**config.mk**
```make
export PLATFORM = sky130hd
export DESIGN_NAME = midi_msg_decoder
export DESIGN_NICKNAME = d
export VERILOG_FILES = /design/src/rtl/midi_pkg.sv /design/src/rtl/midi_evt_fifo.sv /design/src/rtl/midi_msg_decoder.sv
export SDC_FILE = /design/constraint.sdc
export NUM_CORES = 1
export LEC_CHECK = 0
export BUFFER_PORTS_ARGS = -buffer_cell sky130_fd_sc_hd__buf_2
export CORE_MARGIN = 2
export CORE_UTILIZATION = 54
export DETAILED_ROUTE_END_ITERATION = 6
export PLACE_DENSITY = 0.86
export SYNTH_ARGS = -nofsm -noshare
export SYNTH_HDL_FRONTEND = slang
export SYNTH_HIERARCHICAL = 1
export SYNTH_SLANG_ARGS = --single-unit
```
**constraint.sdc**
```tcl
create_clock -name reg_clk -period 2.6 [get_ports reg_clk]
set_clock_uncertainty 0.2 [all_clocks]
set_input_delay 0.13 -clock reg_clk [delete_from_list [all_inputs] [get_ports reg_clk]]
set_output_delay 0.13 -clock reg_clk [all_outputs]
set_load 0.01 [all_outputs]
```
**src/rtl/midi_pkg.sv**
```systemverilog
// midi_pkg: shared types and constants for the MIDI message decoder.
//   evt_type_e  - event code carried on evt_type
//   state_e     - decoder FSM states
//   midi_evt_t  - one FIFO entry {typ, chan, d1, d2}, 21 bits
//   is_rt_evt() - true for the realtime bytes that may become events
//                 (used only when MIDI_RT_EVT_EN is defined)
package midi_pkg;

  typedef enum logic [2:0] {
    NOTE_OFF = 3'd0,
    NOTE_ON  = 3'd1,
    POLY_AT  = 3'd2,
    CC       = 3'd3,
    PROG     = 3'd4,
    CHAN_AT  = 3'd5,
    BEND     = 3'd6,
    RT       = 3'd7
  } evt_type_e;

  typedef enum logic [1:0] {
    IDLE    = 2'd0,
    WAIT_D1 = 2'd1,
    WAIT_D2 = 2'd2,
    SYSEX   = 2'd3
  } state_e;

  localparam logic [7:0] ST_SYSEX  = 8'hF0;
  localparam logic [7:0] ST_EOX    = 8'hF7;
  localparam logic [7:0] ST_RT_MIN = 8'hF8;

  typedef struct packed {
    evt_type_e  typ;
    logic [3:0] chan;
    logic [6:0] d1;
    logic [6:0] d2;
  } midi_evt_t;

  // Clock, start, continue and stop are the only realtime bytes worth
  // forwarding to the synth controller.
  function automatic logic is_rt_evt(input logic [7:0] b);
    return (b == 8'hF8) || (b == 8'hFA) || (b == 8'hFB) || (b == 8'hFC);
  endfunction

endpackage

```
**src/rtl/midi_evt_fifo.sv**
```systemverilog
// midi_evt_fifo: synchronous first-word-fall-through FIFO of midi_evt_t.
// The head entry and the empty/full flags come straight from registers.
// Ports:
//   i_clk, i_rst_n      clock, synchronous active-low reset
//   i_push, i_data      write request and entry (dropped when full w/o pop)
//   i_pop               consume the head entry (ignored when empty)
//   o_data              head entry, valid when ~o_empty
//   o_full, o_empty     occupancy flags
module midi_evt_fifo
  import midi_pkg::*;
#(
  parameter int DEPTH = 4
) (
  input  logic      i_clk,
  input  logic      i_rst_n,
  input  logic      i_push,
  input  midi_evt_t i_data,
  input  logic      i_pop,
  output midi_evt_t o_data,
  output logic      o_full,
  output logic      o_empty
);

  localparam int AW = (DEPTH > 1) ? $clog2(DEPTH) : 1;
  localparam int CW = $clog2(DEPTH + 1);

  midi_evt_t         r_mem [DEPTH];
  midi_evt_t         r_head;
  logic [AW-1:0]     r_rd_ptr;
  logic [AW-1:0]     r_wr_ptr;
  logic [CW-1:0]     r_count;

  logic              w_pop;
  logic              w_wr;
  logic [AW-1:0]     w_rd_nxt;
  logic [CW-1:0]     w_left;
  logic [CW-1:0]     w_cnt_nxt;
  midi_evt_t         w_head_nxt;

  assign o_full  = (r_count == CW'(DEPTH));
  assign o_empty = (r_count == '0);
  assign o_data  = r_head;

  // A write into a full FIFO is only accepted when the head leaves in the
  // same cycle; the slot being overwritten is exactly the one popped.
  assign w_pop     = i_pop & ~o_empty;
  assign w_wr      = i_push & (~o_full | w_pop);
  assign w_rd_nxt  = r_rd_ptr + AW'(w_pop);
  assign w_left    = r_count - CW'(w_pop);
  assign w_cnt_nxt = w_left + CW'(w_wr);

  // Next head: the incoming entry if nothing older survives this cycle,
  // otherwise the stored entry the read pointer moves to.
  always_comb begin
    // NOTE: every signal written here gets a default first so no latch is inferred.
    w_head_nxt = '0;
    if (w_left == '0) begin
      if (w_wr) w_head_nxt = i_data;
    end else begin
      w_head_nxt = r_mem[w_rd_nxt];
    end
  end

  // NOTE: storage is deliberately not reset; occupancy is tracked by r_count alone.
  always_ff @(posedge i_clk) begin
    if (w_wr) r_mem[r_wr_ptr] <= i_data;
  end

  always_ff @(posedge i_clk) begin
    // NOTE: sequential state uses non-blocking assignments only.
    if (!i_rst_n) begin
      r_rd_ptr <= '0;
      r_wr_ptr <= '0;
      r_count  <= '0;
      r_head   <= '0;
    end else begin
      r_rd_ptr <= w_rd_nxt;
      r_wr_ptr <= r_wr_ptr + AW'(w_wr);
      r_count  <= w_cnt_nxt;
      r_head   <= w_head_nxt;
    end
  end

endmodule

```
**src/rtl/midi_msg_decoder.sv**
```systemverilog
// midi_msg_decoder: turns the MIDI UART byte stream into channel-voice
// events, tracking running status, and queues them in an event FIFO.
// Optional: define MIDI_RT_EVT_EN to forward F8/FA/FB/FC as RT events.
// Ports:
//   reg_clk, reset_reg_N      clock, synchronous active-low reset
//   byteready_u, midi_in_data_u  UART byte-available level and byte
//   evt_valid, evt_ready      event handshake toward the synth controller
//   evt_type/chan/d1/d2       head event fields
//   overflow, overflow_clr    sticky dropped-event flag and its clear
//   run_status                current running status byte (0 = none)
module midi_msg_decoder
  import midi_pkg::*;
#(
  parameter int FIFO_DEPTH = 4,
  parameter int CHANNEL    = 0,
  parameter bit OMNI       = 1'b1
) (
  input  logic       reg_clk,
  input  logic       reset_reg_N,
  input  logic       byteready_u,
  input  logic [7:0] midi_in_data_u,
  output logic       evt_valid,
  input  logic       evt_ready,
  output logic [2:0] evt_type,
  output logic [3:0] evt_chan,
  output logic [6:0] evt_d1,
  output logic [6:0] evt_d2,
  output logic       overflow,
  input  logic       overflow_clr,
  output logic [7:0] run_status
);

  logic       r_byteready_q;
  logic       r_byte_stb;
  logic [7:0] r_byte;
  state_e     r_state;
  logic [7:0] r_run_status;
  logic [6:0] r_d1;
  logic       r_push;
  midi_evt_t  r_evt;
  logic       r_overflow;

  state_e     w_state_nxt;
  logic [7:0] w_run_nxt;
  logic [6:0] w_d1_nxt;
  logic [6:0] w_d2;
  logic       w_msg_done;
  logic       w_push_nxt;
  midi_evt_t  w_evt_nxt;
  midi_evt_t  w_head;
  logic       w_full;
  logic       w_empty;
  logic       w_pop;
  logic       w_drop;

  always_comb begin
    w_state_nxt = r_state;
    w_run_nxt   = r_run_status;
    w_d1_nxt    = r_d1;
    w_d2        = '0;
    w_msg_done  = 1'b0;
    w_push_nxt  = 1'b0;
    w_evt_nxt   = '0;

    if (r_byte_stb) begin
      if (r_byte >= ST_RT_MIN) begin
        // Realtime bytes never disturb the message in progress.
`ifdef MIDI_RT_EVT_EN
        if (is_rt_evt(r_byte)) begin
          w_push_nxt    = 1'b1;
          w_evt_nxt.typ = RT;
          w_evt_nxt.d1  = r_byte[6:0];
        end
`endif
      end else if (r_byte == ST_SYSEX) begin
        w_run_nxt   = '0;
        w_state_nxt = SYSEX;
      end else if (r_byte > ST_SYSEX && r_byte <= ST_EOX) begin
        w_run_nxt   = '0;
        w_state_nxt = IDLE;
      end else if (r_byte[7]) begin
        w_run_nxt   = r_byte;
        w_state_nxt = WAIT_D1;
      end else begin
        case (r_state)
          WAIT_D1: begin
            w_d1_nxt = r_byte[6:0];
            // Cn / Dn carry a single data byte.
            if (r_run_status[7:5] == 3'b110) w_msg_done = 1'b1;
            else                             w_state_nxt = WAIT_D2;
          end
          WAIT_D2: begin
            w_d2        = r_byte[6:0];
            w_msg_done  = 1'b1;
            w_state_nxt = WAIT_D1;
          end
          default: ;
        endcase
      end
    end

    if (w_msg_done) begin
      // Status 8n..En maps directly onto the event code via bits [6:4].
      w_evt_nxt.typ  = evt_type_e'(r_run_status[6:4]);
      if (w_evt_nxt.typ == NOTE_ON && w_d2 == 7'd0) w_evt_nxt.typ = NOTE_OFF;
      w_evt_nxt.chan = r_run_status[3:0];
      w_evt_nxt.d1   = w_d1_nxt;
      w_evt_nxt.d2   = w_d2;
      w_push_nxt     = OMNI || (r_run_status[3:0] == 4'(CHANNEL));
    end
  end

  assign w_pop  = evt_ready & evt_valid;
  assign w_drop = r_push & w_full & ~w_pop;

  always_ff @(posedge reg_clk) begin
    if (!reset_reg_N) begin
      r_byteready_q <= 1'b0;
      r_byte_stb    <= 1'b0;
      r_byte        <= '0;
      r_state       <= IDLE;
      r_run_status  <= '0;
      r_d1          <= '0;
      r_push        <= 1'b0;
      r_evt         <= '0;
      r_overflow    <= 1'b0;
    end else begin
      r_byteready_q <= byteready_u;
      r_byte_stb    <= byteready_u & ~r_byteready_q;
      r_byte        <= midi_in_data_u;
      r_state       <= w_state_nxt;
      r_run_status  <= w_run_nxt;
      r_d1          <= w_d1_nxt;
      r_push        <= w_push_nxt;
      r_evt         <= w_evt_nxt;
      if (overflow_clr) r_overflow <= 1'b0;
      else if (w_drop)  r_overflow <= 1'b1;
    end
  end

  midi_evt_fifo #(
    .DEPTH (FIFO_DEPTH)
  ) u_fifo (
    .i_clk   (reg_clk),
    .i_rst_n (reset_reg_N),
    .i_push  (r_push),
    .i_data  (r_evt),
    .i_pop   (w_pop),
    .o_data  (w_head),
    .o_full  (w_full),
    .o_empty (w_empty)
  );

  assign evt_valid  = ~w_empty;
  assign evt_type   = w_head.typ;
  assign evt_chan   = w_head.chan;
  assign evt_d1     = w_head.d1;
  assign evt_d2     = w_head.d2;
  assign overflow   = r_overflow;
  assign run_status = r_run_status;

endmodule

```
==> results.toml <==
[die]
io_pins = 44
fp.dieW_um = 111
die_h_um = 111
initial_core_util = 0.548
fp-row-count = 39
core_sq_um = 11300
die_area_sq_um = 12400

[critical_path]
critical_path_required_ns = 2.73
critPathKind = "flip-flop to flip-flop"
critPathMaxFanout = 6
reg2regPathDepth = 8
arrival_ns = 2.68
reg2reg_from = "u_fifo/r_count[0]"
r2r-end = "u_fifo/o_data[6]"
startpoint_type = "flip-flop"
startpoint = "u_fifo/r_count[0]"
r2r_setup_slack_ns = 0.05
cp-end-kind = "flip-flop"

[sta]
rsz0062_at_grt = "no"
maxSlewViolCount = 0
timing.final.crit_share = 0.982
max_freq_mhz = 392
tns_ns = 0
relSlewSlack = 0.584
setup_slack_ns = 0.0478
fin_crit_ns = 2.55
finalSetupViolCount = 0
hold_viol_final = 0
worst_pin_slew_ns = 0.615

[finish]
postLayoutCoreUtil = 0.654
final_area_sq_um = 7410
antenna_cells = 0
drive_gt1_frac = 0.294
nets = 513
area.growth.synth_to_final_pct = 19.5

[global_route]
antenna_found_initial = 0
grt_usage = 0.201
grt_max_degree = 23
grt_pass1_wl_um = 19000
first_global_vias = 3790
globalRouteOverflowTotal = 0

[detailed_routing]
wl_um = 12200
first_pass_iters = 4
vias = 3534
wire_per_inst_um = 18.8
drt_iter0_drc = 175
avgViaCountPerCell = 5.44
ant_nets = 0
post-route-drc-count = 0

[hold_path]
min-delay-start = "r_byteready_q"
min_path_cells = 1
min_path_type = "flip-flop to flip-flop"
hold-path-endpoint = "r_byte_stb"

[yosys]
synth_area_sq_um = 6200
yosys_warnings = 6
synthTopCellsByArea = "edfxtp_1, dfxtp_1, mux2i_1"
synth_nets = 441
yosys.area.top_type = "edfxtp_1"
synth_cell_type_count = 48
syn_inst = 422
synth_seq_area_share = 0.659
ys.flop_type = "edfxtp_1"
synth_top_area_share = 0.407
syn-mean-instance-area_sq_um = 14.7
synth_edf_count = 84
async_reset_ff_frac = 0
synth-seq-cells = 162

[power_and_ir_drop]
seq_power_share = 0.517
power.internal_uw = 4190
p_per_area_nw_per_um2 = 703
p_leak_uw = 0.00278
swShare = 0.195
comb_power_share = 0.015
irDropWorstVdd_uv = 581
p_sw_uw = 1010
power_uw = 5200
p_clk_frac = 0.468

[placed_design]
place_ws_ns = 0.0528
dp_hpwl_um = 7360
dpl_cell_area_sq_um = 6630
io_buffers = 43
gp_congestion = 0.816

[cts]
clk_pin_slew_worst_paths_ns = 0.06
cts_buffer_depth = 2
clock-sinks = 162
clock_latency_ns = 0.42
cts.repair_timing.setup_buffer_count = 0
cts_root_buffer = "clkbuf_16"
numCtsBuffers = 17
cts_tree = "yes"
htreeDepth = 4

[job]
drv_cap = 0

[status]
status = "finished clean"
layout make-up:
| cell class | count | area (sq um) |
|---|---|---|
| inverters | 37 | 139 |
| multi-input cells | 206 | 1900 |
| repair buffers | 70 | 500 |
| flip-flops and latches | 162 | 4080 |
| clock buffers | 23 | 543 |
| fillers | 772 | 3910 |
| well taps | 143 | 179 |
| clock inverters | 9 | 62.6 |
per-stage QoR:
step	cells	hold slack, ns
final	650	0.205
after global routing	650	0.222
after CTS	648	0.194
after detailed placement	603	0.102
after global placement	603	0.0929
after floorplan	422	0.00615
registers in the layout, indices dropped and copies added (netlist names):
signal,cells
u_fifo/o_data,21
overflow,1
u_fifo/r_wr_ptr,2
r_byte_stb,1
u_fifo/r_mem,84
u_fifo/r_rd_ptr,2
r_push,1
r_byte,8
run_status,8
r_byteready_q,1
u_fifo/r_count,3
r_d1,7
r_state,2
r_evt,21
cells in the mapped netlist, types with 2 or more instances:
library cell and instances:
inv_1 35, buf_2 6, nor2_1 15, edfxtp_1 84
a22o_1 6, buf_6 5, o21ai_0 6, nand2_2 2
ha_1 6, a21o_1 2, nand3_1 2, dfxtp_1 78
o32ai_2 20, clkbuf_1 3, nand2_1 7, xor2_1 2
and2_1 18, mux2_2 20, a21oi_1 2, nor3_1 4
inv_2 2, and3_1 9, mux2i_1 49, nor2b_1 10
buf_4 5, or3_1 2
power by group through the flow:
stage | Combinational (uW) | Clock (uW) | Sequential, uW
floorplan | 42.2 | 0 | 2740
global placement | 56.6 | 0 | 2740
detailed placement | 58.8 | 0 | 2740
CTS | 72.5 | 2470 | 2690
global route | 86.3 | 2570 | 2690
finish | 77.7 | 2440 | 2690
critical path, stage by stage, from the launching register on:
cell	delay, ns
dfxtp_1	0.34
nor3_2	0.20
nor2b_1	0.12
nor2b_1	0.16
ha_1	0.18
ha_1	0.30
nand2_1	0.18
or3_4	0.50
o32ai_1	0.26
timing repair:
item                                   CTS  global route
setup endpoints to repair                0            19
hold buffers                            13             0
gates resized for setup                  0             5
endpoints found under the hold margin   18             0
logic make-up after synthesis:
group                    count (synthesis)  share of synthesized area
flip-flops                             162                      0.659
adder cells (fa/ha/maj)                  6                     0.0121
XOR/XNOR                                 3                    0.00424
multiplexers                            70                      0.119
AND/OR/NAND/NOR                         82                     0.0805
AO/OA/AOI/OAI                           43                     0.0809
buffers and inverters                   56                     0.0442
layout by cell type, fill, tap and decap left out, types with 3 or more instances in the layout:
master / n
ha_1: 5
nor2b_1: 10
o32ai_2: 20
and3_1: 9
nor2_1: 15
mux2i_1: 49
and2_1: 18
mux2_2: 20
inv_1: 35
nand2_1: 7
buf_4: 10
or3_4: 3
dfxtp_1: 78
clkbuf_16: 21
dlygate4sd3_1: 13
o21ai_0: 5
nor3_1: 3
buf_12: 4
a22o_1: 6
clkinv_2: 4
buf_2: 43
edfxtp_1: 84
worst max path at each step:
stage                          to  cells after the start
2_1_floorplan  u_fifo/r_mem[0][0]                      5
3_3_place_gp     u_fifo/o_data[6]                      8
3_5_place_dp     u_fifo/o_data[6]                      8
4_1_cts         u_fifo/o_data[18]                      8
5_1_grt         u_fifo/o_data[18]                      8
6_report         u_fifo/o_data[6]                      8
layer usage:
layer,vias up,part of all wire,GRT usage
met4,0,0.012,0.0708
met1,1736,0.41,0.245
li1,1679,-,-
met5,-,0,0
met2,105,0.52,0.351
met3,14,0.058,0.0465
No activity file was read; power rests on OpenSTA's default activity.
